`config.mk`:
```
export PLATFORM = sky130hd
export DESIGN_NAME = control
export DESIGN_NICKNAME = d
export VERILOG_FILES = /design/src/rtl/control_pkg.sv /design/src/rtl/control_decode.sv /design/src/rtl/control.sv
export SDC_FILE = /design/constraint.sdc
export NUM_CORES = 1
export LEC_CHECK = 0
export ABC_AREA = 1
export BUFFER_PORTS_ARGS = -buffer_cell sky130_fd_sc_hd__buf_2
export CELL_PAD_IN_SITES_DETAIL_PLACEMENT = 0
export CELL_PAD_IN_SITES_GLOBAL_PLACEMENT = 2
export CORE_AREA = 2 2 48 50
export CTS_CLUSTER_DIAMETER = 100
export DETAILED_ROUTE_END_ITERATION = 10
export DIE_AREA = 0 0 50 52
export PLACE_DENSITY_LB_ADDON = 0.15
export SLEW_MARGIN = 15
export SYNTH_ARGS = -nofsm -noshare
export SYNTH_HDL_FRONTEND = slang
export SYNTH_HIERARCHICAL = 1
export SYNTH_SLANG_ARGS = --single-unit
```
`constraint.sdc`:
```
create_clock -name i_clk -period 0.8 [get_ports i_clk]
set_clock_uncertainty 0.15 [all_clocks]
set_input_delay 0.04 -clock i_clk [delete_from_list [all_inputs] [get_ports i_clk]]
set_output_delay 0.04 -clock i_clk [all_outputs]
set_load 0.005 [all_outputs]
```
`src/rtl/control_pkg.sv`:
```
// control_pkg: opcode constants, ALU operation encodings and the control-word layout
package control_pkg;

  localparam logic [5:0] OP_ADD  = 6'h00;
  localparam logic [5:0] OP_SUB  = 6'h01;
  localparam logic [5:0] OP_AND  = 6'h02;
  localparam logic [5:0] OP_OR   = 6'h03;
  localparam logic [5:0] OP_BEQ  = 6'h04;
  localparam logic [5:0] OP_J    = 6'h05;
  localparam logic [5:0] OP_ADDI = 6'h08;
  localparam logic [5:0] OP_LW   = 6'h23;
  localparam logic [5:0] OP_SW   = 6'h2B;

  localparam logic [1:0] ALU_ADD = 2'b00;
  localparam logic [1:0] ALU_SUB = 2'b01;
  localparam logic [1:0] ALU_AND = 2'b10;
  localparam logic [1:0] ALU_OR  = 2'b11;

  // Field order matches the output tuple: regDst, jump, branch, memToReg, aluOp, memWrite, aluSrc, regWrite
  typedef struct packed {
    logic       reg_dst;
    logic       jump;
    logic       branch;
    logic       mem_to_reg;
    logic [1:0] alu_op;
    logic       mem_write;
    logic       alu_src;
    logic       reg_write;
  } ctrl_t;

  localparam ctrl_t CTRL_NOP = '0;

endpackage

```
`src/rtl/control_decode.sv`:
```
// control_decode: combinational opcode-to-control-word decode
module control_decode
  import control_pkg::*;
(
  input  logic [5:0] opcode_i,
  output ctrl_t      ctrl_o
);

  // Unknown opcodes fall through to the all-zero NOP word
  always_comb begin
    ctrl_o = CTRL_NOP;
    case (opcode_i)
      OP_ADD:  ctrl_o = '{reg_dst: 1'b1, alu_op: ALU_ADD, reg_write: 1'b1, default: 1'b0};
      OP_SUB:  ctrl_o = '{reg_dst: 1'b1, alu_op: ALU_SUB, reg_write: 1'b1, default: 1'b0};
      OP_AND:  ctrl_o = '{reg_dst: 1'b1, alu_op: ALU_AND, reg_write: 1'b1, default: 1'b0};
      OP_OR:   ctrl_o = '{reg_dst: 1'b1, alu_op: ALU_OR,  reg_write: 1'b1, default: 1'b0};
      OP_ADDI: ctrl_o = '{alu_src: 1'b1, reg_write: 1'b1, alu_op: ALU_ADD, default: 1'b0};
      OP_LW:   ctrl_o = '{mem_to_reg: 1'b1, alu_src: 1'b1, reg_write: 1'b1, alu_op: ALU_ADD, default: 1'b0};
      OP_SW:   ctrl_o = '{mem_write: 1'b1, alu_src: 1'b1, alu_op: ALU_ADD, default: 1'b0};
      OP_BEQ:  ctrl_o = '{branch: 1'b1, alu_op: ALU_SUB, default: 1'b0};
      OP_J:    ctrl_o = '{jump: 1'b1, alu_op: ALU_ADD, default: 1'b0};
      default: ctrl_o = CTRL_NOP;
    endcase
  end

endmodule

```
`src/rtl/control.sv`:
```
// control: registered main control unit; decodes the opcode and holds the control word for one cycle
module control
  import control_pkg::*;
(
  input  logic        i_clk,
  input  logic        i_rst,
  input  logic [15:0] i_instrCode,
  output logic        o_regDst,
  output logic        o_jump,
  output logic        o_branch,
  output logic        o_memToReg,
  output logic [1:0]  o_aluOp,
  output logic        o_memWrite,
  output logic        o_aluSrc,
  output logic        o_regWrite
);

  ctrl_t ctrl_d, ctrl_q;
  logic  unused_fields;

  assign unused_fields = ^i_instrCode[9:0];

  control_decode u_decode (
    .opcode_i (i_instrCode[15:10]),
    .ctrl_o   (ctrl_d)
  );

  // Output register; async reset clears the word so no stale decode survives reset
  always_ff @(posedge i_clk or posedge i_rst) begin
    if (i_rst) ctrl_q <= CTRL_NOP;
    else       ctrl_q <= ctrl_d;
  end

  assign o_regDst   = ctrl_q.reg_dst;
  assign o_jump     = ctrl_q.jump;
  assign o_branch   = ctrl_q.branch;
  assign o_memToReg = ctrl_q.mem_to_reg;
  assign o_aluOp    = ctrl_q.alu_op;
  assign o_memWrite = ctrl_q.mem_write;
  assign o_aluSrc   = ctrl_q.alu_src;
  assign o_regWrite = ctrl_q.reg_write;

endmodule

```
==> results by group <==
Floorplan
  – I/O pin count: 27
  – Core Region: 2110 um^2
  – Die boundary width: approximately 50 um
  – Row Count: 17
  – Die ar.: approximately 2600 um^2
  – Initial Utilization: between 10% and 20%
  – Die H: 52 um

Setup path
  – Worst Path Arrival: between 0.7 and 0.8 ns
  – Crit Path Max Fanout: 1
  – Worst Path Buf+Inv: 1
  – Setup CP Type: flip-flop to output port
  – Cell depth of the worst setup path: 1
  – Largest stage delay on the critical path: ~0.36 ns
  – Slowest cell on crit path: dfrtp_1
  – Startpoint types: flip-flop
  – Worst path top cell family by delay: flip-flops
  – CP Cell Sequence: buf_2
  – Critical path endpoint category: output port
  – Critical Path RT: 0.61 ns

Status
  – Status: complete, but fails checks
  – Failing checks: negative hold slack, negative setup slack

Synthesis
  – Post-synth top area share: 61.2%
  – Warnings, synthesis: 6
  – Cell with the most instances after synthesis: dfrtp_1
  – Async S/R FF share, synth: 100%
  – Post-synth net total: 55
  – EDFF count, synth: 0
  – Top post-synthesis cells by area: dfrtp_1, inv_1, nand3_1
  – Post-synthesis register bit count: 9
  – Mapped cell area: 368 um^2
  – Area leader, netlist: dfrtp_1
  – Top post-synthesis cells by count: dfrtp_1, inv_1, nand2_1
  – Syn_area_per_cell: around 10 um^2
  – Sequential share of the synthesized area: 61.2%
  – Post-synthesis instance total: 37
  – Yosys cell types: 12
  – Ys flop type: dfrtp_1

Layout
  – Ant diodes: 0
  – Final Util: between 20% and 30%
  – Area growth from synthesis to layout: 41.2%
  – Net count, final: between 70 and 80
  – Layout cell share with drive strength beyond 1: a little under half

STA
  – Worst Tran Pin Value: 0.317 ns
  – Fin. Hold Viols: 9
  – Slew Limit Fails: 0
  – Setup tns final: -1.03 ns
  – Worst rel slew slack: between 70% and 80%
  – Min cycle time layout: approximately 0.9 ns
  – RSZ-0062 raised after global routing: true
  – Setup ws final: -0.120 ns
  – Max Freq: between 1 and 1.5 GHz
  – Fin crit share: 115%
  – Hold_ws: -0.108 ns
  – Final setup viols: 9

Clocking
  – CTS Hold Bufs: 1
  – CTS root buffer: clkbuf_4
  – Num CTS Buffers: 3
  – Post_cts resized: 0
  – CTS Sinks: 9
  – # Post-CTS Setup Buffers: 0
  – CTS tree: yes
  – Clock Tree Buf Depth: 2
  – Worst-path clk slew: 0.05 ns
  – Htree depth: 1

Global route
  – Largest net degree at the start of global routing: 10
  – Initial antenna violation count: 0
  – Vias in the first global route: 271
  – Grt ovf: 0
  – First-pass GRT wire length: 1090 um
  – Total track usage: under 10%

Detailed routing
  – # DRC: 0
  – WL final: around 700 um
  – Vias per cell: 3.36
  – Final ANT Viol Nets: 0
  – Via count: between 200 and 300
  – DR iter-0 viols: 2
  – Drt first pass iters: 2
  – DR WL/cell: 8.00 um

Power
  – Proportion of power drawn by combinational gates: 9.8%
  – Worst IR Drop VDD: around 0.31 mV
  – Psw: just under 200 uW
  – Leak Pwr: 0.000331 uW
  – Switching Share: between 20% and 30%
  – Clock network fraction of total power: a little under two fifths
  – Cell Pwr Density: approximately 1700 nW/um^2
  – Pint: between 600 and 700 uW
  – Sequential share of power: around 53%

Place
  – PortBufs: 16
  – Placer Congestion: 0.647

Worst hold path
  – Min-Delay Path Depth: 3
  – Worst hold path class: primary input to flip-flop

Flow run
  – Max Cap Viol: 0
==> power by group through the flow <==
stage / clock, uW / sequential (uW) / combinational [uW]
final: 332 / 466 / 87.1
after CTS: 352 / 466 / 89.7
after floorplan: 0 / 476 / 39.9
after detailed placement: 0 / 474 / 86.0
after global placement: 0 / 474 / 86.3
after global routing: 371 / 466 / 101
==> state kept, by name, indices dropped and copies added (netlist names) <==
name,flops
o_jump,1
o_regWrite,1
o_aluOp,2
o_branch,1
o_memToReg,1
o_memWrite,1
o_aluSrc,1
o_regDst,1
==> kinds of logic after synthesis <==
| logic type | after synthesis | share of synthesized area [%] |
|---|---|---|
| simple gates | 19 | 29.6 |
| flops | 9 | 61.2 |
| buf+inv | 9 | 9.19 |
==> through the flow <==
step	instance area [um^2]	std cells	setup WS, ns	total power (uW)
6_report	519	86	-0.120	885
5_1_grt	519	86	-0.157	938
4_1_cts	519	86	-0.135	907
3_5_place_dp	483	81	0.0175	560
3_3_place_gp	483	81	0.0105	560
2_1_floorplan	368	37	0.205	516
==> final cells by class <==
cell class                      count  area, um^2
Timing Repair Buffer               17        90.1
Clock buffer                        4        26.3
Sequential cell                     9         225
Tap cell                           28        35.0
Multi-Input combinational cell     19         109
Inverter                            9        33.8
Fill cell                         246        1590
==> layout by cell type, fill, tap and decap left out <==
cell,Yosys,layout
nand2_2,1,1
nand4_1,1,1
dlygate4sd3_1,0,1
inv_1,7,7
buf_2,0,16
nand3_1,4,4
nand2_1,5,5
dfrtp_1,9,9
nand3_2,1,1
inv_2,2,2
nor2_1,3,3
nor3b_2,1,1
clkbuf_4,0,3
nor2_2,2,2
clkbuf_1,0,1
nor2_4,1,1
==> repair_timing <==
action / 4_1_cts / 5_1_grt
pin swaps: 0 / 0
hold endpoints to repair: 18 / 6
gates cloned: 0 / 0
setup endpoints to repair: 9 / 9
==> worst paths after layout <==
kind | from | end | slack [ns]
min | i_instrCode[11] | o_aluOp[1]$_DFF_PP0_ | -0.11
max in group asynchronous | i_rst | o_jump$_DFF_PP0_ | 0.14
min in group asynchronous | i_rst | o_regWrite$_DFF_PP0_ | 0.12
max | o_branch$_DFF_PP0_ | o_branch | -0.12
==> per-layer routing <==
| layer | GRT usage, % | routed length (um) | vias up |
|---|---|---|---|
| met1 | 6.93 | 304 | 117 |
| met3 | 1.44 | 71 | 4 |
| met2 | 7.89 | 276 | 17 |
| met4 | 11.1 | 35 | 0 |
| li1 | - | - | 151 |
| met5 | 0 | 0 | - |
(Power assumes the default switching activity.)
